**src/rtl/i2c_target_mem.sv**
```systemverilog
// I2C target with a small byte register file. SCL/SDA are oversampled on the
// core clock; SDA is only ever pulled low and SCL is never stretched.
module i2c_target_mem #(
   parameter logic [6:0] TARGET_ADDR = 7'h50,
   parameter int         MEM_DEPTH   = 16,
   parameter int         SYNC_STAGES = 2
) (
   input  logic                         i2c_core_clk_i,
   input  logic                         preset_n_i,
   input  logic                         scl_i,
   input  logic                         sda_i,
   output logic                         sda_oe_o,
   output logic                         busy_o,
   output logic                         wr_valid_o,
   output logic [$clog2(MEM_DEPTH)-1:0] wr_addr_o,
   output logic [7:0]                   wr_data_o
);
   localparam int AW = $clog2(MEM_DEPTH);

   typedef enum logic [3:0] {
      IDLE, ADDR, ADDR_ACK, REG, REG_ACK, WDATA, WDATA_ACK, RDATA, RMACK, IDLE_WAIT
   } state_t;

   state_t                 state_reg, state_next;
   logic [SYNC_STAGES-1:0] scl_sync_reg, sda_sync_reg;
   logic                   scl_prev_reg, sda_prev_reg;
   logic [3:0]             bit_cnt_reg, bit_cnt_next;
   logic [6:0]             shift_reg, shift_next;
   logic [7:0]             tx_reg, tx_next;
   logic [AW-1:0]          ptr_reg, ptr_next;
   logic                   rw_reg, rw_next;
   logic                   sda_oe_reg, sda_oe_next;
   logic                   busy_reg, busy_next;
   logic                   wr_valid_reg, wr_valid_next;
   logic [AW-1:0]          wr_addr_reg, wr_addr_next;
   logic [7:0]             wr_data_reg, wr_data_next;
   logic [7:0]             mem_reg [MEM_DEPTH];

   logic       scl_s, sda_s;
   logic       scl_rise, scl_fall, start_det, stop_det;
   logic [7:0] byte_in, rd_byte;

   assign scl_s     = scl_sync_reg[SYNC_STAGES-1];
   assign sda_s     = sda_sync_reg[SYNC_STAGES-1];
   assign scl_rise  = scl_s & ~scl_prev_reg;
   assign scl_fall  = ~scl_s & scl_prev_reg;
   assign start_det = scl_s & scl_prev_reg & sda_prev_reg & ~sda_s;
   assign stop_det  = scl_s & scl_prev_reg & ~sda_prev_reg & sda_s;
   assign byte_in   = {shift_reg, sda_s};
   assign rd_byte   = mem_reg[ptr_reg];

   // Synchronisers reset to the idle-high bus level so release of reset never looks like an edge.
   always_ff @(posedge i2c_core_clk_i or negedge preset_n_i) begin
      if (!preset_n_i) begin
         scl_sync_reg <= '1;
         sda_sync_reg <= '1;
         scl_prev_reg <= 1'b1;
         sda_prev_reg <= 1'b1;
      end else begin
         scl_sync_reg <= {scl_sync_reg[SYNC_STAGES-2:0], scl_i};
         sda_sync_reg <= {sda_sync_reg[SYNC_STAGES-2:0], sda_i};
         scl_prev_reg <= scl_s;
         sda_prev_reg <= sda_s;
      end
   end

   always_ff @(posedge i2c_core_clk_i or negedge preset_n_i) begin
      if (!preset_n_i) begin
         state_reg    <= IDLE;
         bit_cnt_reg  <= '0;
         shift_reg    <= '0;
         tx_reg       <= '0;
         ptr_reg      <= '0;
         rw_reg       <= 1'b0;
         sda_oe_reg   <= 1'b0;
         busy_reg     <= 1'b0;
         wr_valid_reg <= 1'b0;
         wr_addr_reg  <= '0;
         wr_data_reg  <= '0;
         for (int i = 0; i < MEM_DEPTH; i++) mem_reg[i] <= 8'h00;
      end else begin
         state_reg    <= state_next;
         bit_cnt_reg  <= bit_cnt_next;
         shift_reg    <= shift_next;
         tx_reg       <= tx_next;
         ptr_reg      <= ptr_next;
         rw_reg       <= rw_next;
         sda_oe_reg   <= sda_oe_next;
         busy_reg     <= busy_next;
         wr_valid_reg <= wr_valid_next;
         wr_addr_reg  <= wr_addr_next;
         wr_data_reg  <= wr_data_next;
         if (wr_valid_next) mem_reg[wr_addr_next] <= wr_data_next;
      end
   end

   always_comb begin
      state_next    = state_reg;
      bit_cnt_next  = bit_cnt_reg;
      shift_next    = shift_reg;
      tx_next       = tx_reg;
      ptr_next      = ptr_reg;
      rw_next       = rw_reg;
      sda_oe_next   = sda_oe_reg;
      busy_next     = busy_reg;
      wr_valid_next = 1'b0;
      wr_addr_next  = wr_addr_reg;
      wr_data_next  = wr_data_reg;

      if (start_det) begin
         state_next   = ADDR;
         bit_cnt_next = '0;
         busy_next    = 1'b1;
         sda_oe_next  = 1'b0;
      end else if (stop_det) begin
         state_next   = IDLE;
         bit_cnt_next = '0;
         busy_next    = 1'b0;
         sda_oe_next  = 1'b0;
      end else begin
         case (state_reg)
            ADDR, REG, WDATA: begin
               if (scl_rise) begin
                  shift_next   = byte_in[6:0];
                  bit_cnt_next = bit_cnt_reg + 4'd1;
                  if (bit_cnt_reg == 4'd7) begin
                     bit_cnt_next = '0;
                     if (state_reg == ADDR) begin
                        if (byte_in[7:1] == TARGET_ADDR) begin
                           rw_next    = byte_in[0];
                           state_next = ADDR_ACK;
                        end else begin
                           state_next = IDLE;
                        end
                     end else if (state_reg == REG) begin
                        ptr_next   = byte_in[AW-1:0];
                        state_next = REG_ACK;
                     end else begin
                        wr_valid_next = 1'b1;
                        wr_addr_next  = ptr_reg;
                        wr_data_next  = byte_in;
                        ptr_next      = ptr_reg + 1'b1;
                        state_next    = WDATA_ACK;
                     end
                  end
               end
            end
            // bit_cnt_reg doubles as the ACK phase: 0 = before ACK, 1 = ACK driven.
            ADDR_ACK, REG_ACK, WDATA_ACK: begin
               if (scl_fall) begin
                  if (bit_cnt_reg == 4'd0) begin
                     sda_oe_next  = 1'b1;
                     bit_cnt_next = 4'd1;
                  end else begin
                     sda_oe_next  = 1'b0;
                     bit_cnt_next = '0;
                     if (state_reg != ADDR_ACK) begin
                        state_next = WDATA;
                     end else if (!rw_reg) begin
                        state_next = REG;
                     end else begin
                        sda_oe_next  = ~rd_byte[7];
                        tx_next      = {rd_byte[6:0], 1'b0};
                        bit_cnt_next = 4'd1;
                        state_next   = RDATA;
                     end
                  end
               end
            end
            RDATA: begin
               if (scl_fall) begin
                  if (bit_cnt_reg == 4'd0) begin
                     sda_oe_next  = ~rd_byte[7];
                     tx_next      = {rd_byte[6:0], 1'b0};
                     bit_cnt_next = 4'd1;
                  end else if (bit_cnt_reg < 4'd8) begin
                     sda_oe_next  = ~tx_reg[7];
                     tx_next      = {tx_reg[6:0], 1'b0};
                     bit_cnt_next = bit_cnt_reg + 4'd1;
                     if (bit_cnt_reg == 4'd7) ptr_next = ptr_reg + 1'b1;
                  end else begin
                     sda_oe_next  = 1'b0;
                     bit_cnt_next = '0;
                     state_next   = RMACK;
                  end
               end
            end
            RMACK: begin
               if (scl_rise) state_next = sda_s ? IDLE_WAIT : RDATA;
            end
            default: ;
         endcase
      end
   end

   assign sda_oe_o   = sda_oe_reg;
   assign busy_o     = busy_reg;
   assign wr_valid_o = wr_valid_reg;
   assign wr_addr_o  = wr_addr_reg;
   assign wr_data_o  = wr_data_reg;
endmodule

```
**config.mk**
```make
export PLATFORM = sky130hd
export DESIGN_NAME = i2c_target_mem
export DESIGN_NICKNAME = d
export VERILOG_FILES = /design/src/rtl/i2c_target_mem.sv
export SDC_FILE = /design/constraint.sdc
export NUM_CORES = 1
export LEC_CHECK = 0
export BUFFER_PORTS_ARGS = -buffer_cell sky130_fd_sc_hd__buf_2
export CORE_UTILIZATION = 57
export DETAILED_ROUTE_END_ITERATION = 10
export GPL_TIMING_DRIVEN = 0
export PLACE_DENSITY = 0.78
export SLEW_MARGIN = 20
export SYNTH_ARGS = -nofsm -noshare
export SYNTH_HDL_FRONTEND = slang
export SYNTH_SLANG_ARGS = --single-unit
```
**constraint.sdc**
```tcl
create_clock -name i2c_core_clk_i -period 1.9 [get_ports i2c_core_clk_i]
set_input_delay 0.38 -clock i2c_core_clk_i [delete_from_list [all_inputs] [get_ports i2c_core_clk_i]]
set_output_delay 0.38 -clock i2c_core_clk_i [all_outputs]
set_load 0.005 [all_outputs]
```
After elaboration in Yosys (flattened, before gate mapping)
Cells that the tools add are included.

storage, ports and cells
  register bits after elaboration = 177
  output and inout bits = 15

operators by class
  mux-type cells = 85
  equal/unequal tests = 31
  add/subtract/negate cells = 2
  reduce and logical (&&, ||, !) cells = 17
  bitwise gates (word level) = 17
  magnitude comparators = 4

operators by type and width
  kind                                                                    count
  4-bit two-way mux                                                       35
  8-bit two-way mux                                                       17
  128-bit bitwise mux                                                     1
  8-bit binary-select mux with 4-bit select                               1
  8-bit demux with 4-bit select                                           1
  4-bit inequality test (second input constant)                           8
  2-bit inequality test (second input constant)                           11
  1-bit two-way mux                                                       21
  4-bit by 3-bit equality test with 1-bit output (second input constant)  5
  9-bit AND reduction                                                     2
  4-bit case mux with 4 select lines                                      1
  8-bit case mux with 2 select lines                                      1
  4-bit case mux with 3 select lines                                      1
  5-bit >= comparator (second input constant)                             2
  4-bit inverter with 5-bit output                                        2
  10-bit AND reduction                                                    1
  4-bit by 1-bit adder with 4-bit output (second input constant)          2
  4-bit by 2-bit equality test with 1-bit output (second input constant)  2
  1-bit inverter                                                          8
  4-bit case mux with 2 select lines                                      1
  4-bit AND reduction                                                     2
  1-bit AND                                                               7
  7-bit equality test (second input constant)                             1
  7-bit AND reduction                                                     1
  17 further kinds                                                        22

Logic depth before layout (Yosys ltp)
  depth after elaboration = 14
  mapped depth = 10

Worst setup path before layout
OpenSTA, ideal clock, no wires.

  kind = register -> register
  start point = register scl_sync_reg[1]
  end point = register mem_reg[16] in the netlist's numbering
  setup time = 0.125 ns
  arrival time = 1.950 ns
  path buffers = 2
  required time = 1.775 ns
  slack = -0.175 ns
  stages on the path, launching flop included = 8
  cell sequence = dfstp_2 > nor3b_2 > and4_4 > buf_6 > buf_6 > nand3_4 > nor2_8 > mux2_2

on the way
  longest elaborated chain between the ends = 11
  elaborated cells between the ends (all ways) = 25

ends and longest elaborated chain
  element                                                                                                     RTL line    source
  from (decl)                                                                                                 25          logic [SYNC_STAGES-1:0] scl_sync_reg, sda_sync_reg;
  from (signal assigned)                                                                                      60          scl_sync_reg <= {scl_sync_reg[SYNC_STAGES-2:0], scl_i};
  1-bit AND, on equally long branches                                                                         45, 47, 48
  4-bit two-way mux or 1-bit AND (tied branches)                                                              123, 48
  4-bit two-way mux or 1-bit AND (tied branches)                                                              121, 48
  4-bit two-way mux                                                                                           115         end else if (stop_det) begin
  4-bit two-way mux                                                                                           110         if (start_det) begin
  4-bit inverter with 5-bit output (implied by the code)                                                      93          if (wr_valid_next) mem_reg[wr_addr_next] <= wr_data_next;
  5-bit >= comparator (implied by the code) or 5-bit by 1-bit < comparator with 1-bit output (tied branches)  93
  1-bit logical AND (implied by the code)                                                                     93
  8-bit two-way mux (implied by the code)                                                                     93
  8-bit demux with 4-bit select                                                                               93
  128-bit bitwise mux                                                                                         93
  to (signal, indexed assignment)                                                                             93
  to (decl)                                                                                                   37          logic [7:0] mem_reg [MEM_DEPTH];

Parallel ways exist; a longest one is shown, timed or not.
A chain may end at the register's enable or synchronous reset.

Worst setup path after layout
  start point = register bit_cnt_reg[0]
  end point = register tx_reg[5]

on the way
  longest elaborated chain between the ends = 4
  elaborated cells between the ends (all ways) = 8

ends and longest elaborated chain
  element                                                                     RTL line  source
  from (decl)                                                                 27        logic [3:0] bit_cnt_reg, bit_cnt_next;
  from (signal assigned)                                                      83        bit_cnt_reg <= bit_cnt_next;
  parallel branches: the longest is 4 deep, another holds 4-bit < comparator  -
  to (signal assigned)                                                        85        tx_reg <= tx_next;
  to (decl)                                                                   29        logic [7:0] tx_reg, tx_next;

Parallel ways; which one is timed is not known. The select of a mux whose other input is x is not followed.

==> key figures <==
Route
  – Avg WL per Cell: around 30 um
  – Final ANT Viol Nets: 0
  – Vias per cell: roughly 7
  – Remaining DRCs: 0
  – Total wire length: roughly 32000 um
  – DR vias: between 7k and 8k
  – Drt initial violations: a little under 900
  – Drt pass-1 iters: 5

Timing
  – Final setup fails: ~160
  – Skew final: ~19 ps
  – Fin crit share: 119%
  – Worst slew pin tran: roughly 700 ps
  – Min Tclk post-route: around 2300 ps
  – Hold Fails Final Rpt: 0
  – RSZ-0062 raised after global routing: yes
  – Worst slew margin: between 50% and 60%
  – Setup slack after layout: -366 ps
  – Maximum clock frequency: 441 MHz
  – Max-slew violations: 0
  – Fin Setup TNS: -36450 ps

Global route
  – GRT Overall Usage: a little under two fifths
  – Grt ovf: 0
  – Vias in the first global route: slightly above 7k
  – First-pass GRT wire length: slightly above 40000 um
  – Largest net degree at the start of global routing: about 100
  – Initial antenna violation count: 0

Logic synthesis
  – Post-synth cell types: 75
  – Avg Cell Area, Syn: roughly 12 um^2
  – Post-Syn Area: 8460 um^2
  – Post-synth EDFFs: 0
  – Register area share after synthesis: between 50% and 60%
  – Ys async rst share: 100%
  – Synth Net Count: 739
  – Synthesis Warnings: 0
  – Yosys reg bits: between 150 and 200
  – Main synth FF type: dfrtp_1
  – Synth Instances: roughly 730

Run status
  – Status: complete, but fails checks
  – Failing checks: negative setup slack

Floorplanning
  – Row count: between 40 and 50
  – IO Count: 19
  – Chip width: 124 um
  – Die H: 124 um
  – Initial Util: approximately three fifths
  – Die area: between 15000 and 20000 um^2
  – Core area: approximately 15000 um^2

Clocking
  – TritonCTS clock tree: done
  – Clk_lat worst skew: about 460 ps
  – Clock transition at path regs: ~70 ps
  – CTS Buf Count: 17
  – Clock Root Buffer: clkbuf_16
  – Num Clock Sinks: ~180
  – H-Tree Depth: 4
  – CTS Buffer Depth: 2

Min path
  – HP Class: input port to flop

Layout
  – Layout Nets: about 890
  – P&R area growth vs syn: 44.0%
  – Max reg flops: between 100 and 150
  – Post-layout instance area: approximately 12000 um^2
  – Share of cells above drive strength 1: between 50% and 60%
  – N_diodes: 0
  – Most frequent cells in the layout: dfrtp_1, nand2_1, buf_4, buf_6, nor2_1
  – Most common cell after layout, fill and taps aside: dfrtp_1

Place
  – Detailed placement HPWL: 14700 um
  – Routability cong.: 0.962
  – Post-place setup slack: -717 ps
  – Port Buffers: 18
  – Area after DPL: roughly 8900 um^2

Critical path
  – Register-to-Register Path Depth: 11
  – CP peak stage delay: 410 ps
  – R2R Setup Slk: -370 ps
  – Highest net fanout along the worst path: 5
  – Crit path from: bit_cnt_reg[0]$_DFFE_PN0P_
  – Top delay family on crit path: buffers and inverters
  – Setup crit end kind: flop
  – Levels on crit path: 11
  – CP Launch Type: flop
  – CP arrival: 2630 ps
  – Setup Crit Path Kind: flop to flop
  – Reg2Reg Capture Point: tx_reg[5]$_DFFE_PN0P_
  – Worst EP required: between 2000 and 2500 ps
  – Crit path cell chain: buf_4 > buf_6 > inv_1 > ha_2 > nor3b_4 > buf_4 > o21ai_4 > buf_4 > nor2b_1 > a2111oi_2 > a21oi_1
  – Setup crit end: tx_reg[5]$_DFFE_PN0P_
  – R2R Path Start: bit_cnt_reg[0]$_DFFE_PN0P_
  – Slowest-stage cell, CP: dfrtp_1
  – Worst path most repeated cell: buf_4
  – WP buf/inv: 5

Job
  – Number of max-cap violations: 0

Power
  – Pleak: 5.50 nW
  – PD cells: roughly 890 nW/um^2
  – Max VDD drop: approximately 0.73 mV
-- Yosys cell counts, drive strengths merged, types with 2 or more instances --
| library cell | number | area [um^2] |
|---|---|---|
| dfrtp | 170 | 4250 |
| nand2 | 92 | 345 |
| o21ai | 67 | 365 |
| mux2 | 58 | 653 |
| nor2 | 54 | 250 |
| a21oi | 41 | 205 |
| buf | 36 | 220 |
| mux4 | 30 | 676 |
| mux2i | 20 | 213 |
| clkbuf | 16 | 60.1 |
| nor2b | 15 | 93.8 |
| inv | 14 | 52.6 |
| nor3 | 12 | 60.1 |
| nand3 | 9 | 57.6 |
| a2111oi | 6 | 52.6 |
| dfstp | 6 | 158 |
| nor3b | 6 | 65.1 |
| nand2b | 5 | 31.3 |
| a22o | 4 | 35.0 |
| and2 | 4 | 25.0 |
| ha | 4 | 50.1 |
| a21o | 3 | 22.5 |
| and3 | 3 | 18.8 |
| nand4 | 3 | 33.8 |
| xnor2 | 3 | 26.3 |
| a211oi | 2 | 15.0 |
| a21boi | 2 | 18.8 |
| a221oi | 2 | 17.5 |
| a22oi | 2 | 15.0 |
| a31oi | 2 | 12.5 |
| a32oi | 2 | 17.5 |
| and2b | 2 | 15.0 |
| nor4 | 2 | 27.5 |
| nor4b | 2 | 17.5 |
| o21bai | 2 | 15.0 |
| o22ai | 2 | 12.5 |
| o31a | 2 | 17.5 |
| o31ai | 2 | 15.0 |
| or2 | 2 | 12.5 |
| or3b | 2 | 20.0 |
-- how the worst min path moves through the flow --
| stage | start | endpoint | slack, ps | cells after the start |
|---|---|---|---|---|
| after detailed placement | scl_sync_reg[0]$_DFF_PN1_ | scl_sync_reg[1]$_DFF_PN1_ | 350 | 0 |
| after global placement | sda_sync_reg[0]$_DFF_PN1_ | sda_sync_reg[1]$_DFF_PN1_ | 350 | 0 |
| after global routing | sda_i | sda_sync_reg[0]$_DFF_PN1_ | 30 | 1 |
| after floorplan | preset_n_i | bit_cnt_reg[0]$_DFFE_PN0P_ | 80 | 0 |
| final | scl_i | scl_sync_reg[0]$_DFF_PN1_ | 30 | 1 |
| after CTS | sda_i | sda_sync_reg[0]$_DFF_PN1_ | 30 | 1 |
-- metal layers --
layer  GRT usage, %  share of wire, %  vias up
met5           2.43              0.20        -
met4           20.4               7.8        2
met3           11.5                11      229
met2           60.5                47      601
met1           46.0                34     3731
li1               -                 -     2922
-- area by class of cell --
cell class                      instances  area [um^2]
Tap cell                              184          230
Clock buffer                           18          439
Inverter                               14         67.6
Timing Repair Buffer                  137         1470
Buffer                                 45          568
Sequential cell                       176         4420
Multi-Input combinational cell        489         4790
Fill cell                             640         2350
Clock inverter                         14          208
-- report_power, final --
group / internal, mW / total [mW] / switching, mW
combinational: 1.22 / 2.70 / 1.48
sequential: 3.96 / 4.22 / 0.261
clock: 2.26 / 3.95 / 1.68
total: 7.45 / 10.9 / 3.42
-- timing repair --
item / in CTS / in global routing
endpoints found under the hold margin: 73 / 0
hold buffers: 1 / 0
setup endpoints to repair: 155 / 156
pin swaps: 50 / 42
resized for setup: 283 / 189
setup buffers: 55 / 48
cloned: 9 / 8
-- through the flow --
step	instances	hold WS (ps)	utilization [%]	total power, mW
3_3_place_gp	933	346	60.8	5.87
5_1_grt	1077	27.6	83.8	11.2
3_5_place_dp	934	347	61.1	5.91
2_1_floorplan	731	84.4	-	5.45
6_report	1077	27.5	83.8	10.9
4_1_cts	1025	29.8	76.0	10.0
-- logic make-up (layout without fill, tap and decap cells) --
| family | count (synthesis) | in the layout | share of synthesized area, % |
|---|---|---|---|
| compound gates | 152 | 152 | 11.1 |
| xor+xnor | 4 | 4 | 0.414 |
| fa+ha+maj | 4 | 4 | 0.592 |
| buf+inv | 66 | 228 | 3.93 |
| flops | 176 | 176 | 52.1 |
| mux | 108 | 108 | 18.2 |
| simple gates | 221 | 221 | 13.6 |
Note: power is estimated with default switching activity, not from simulation.
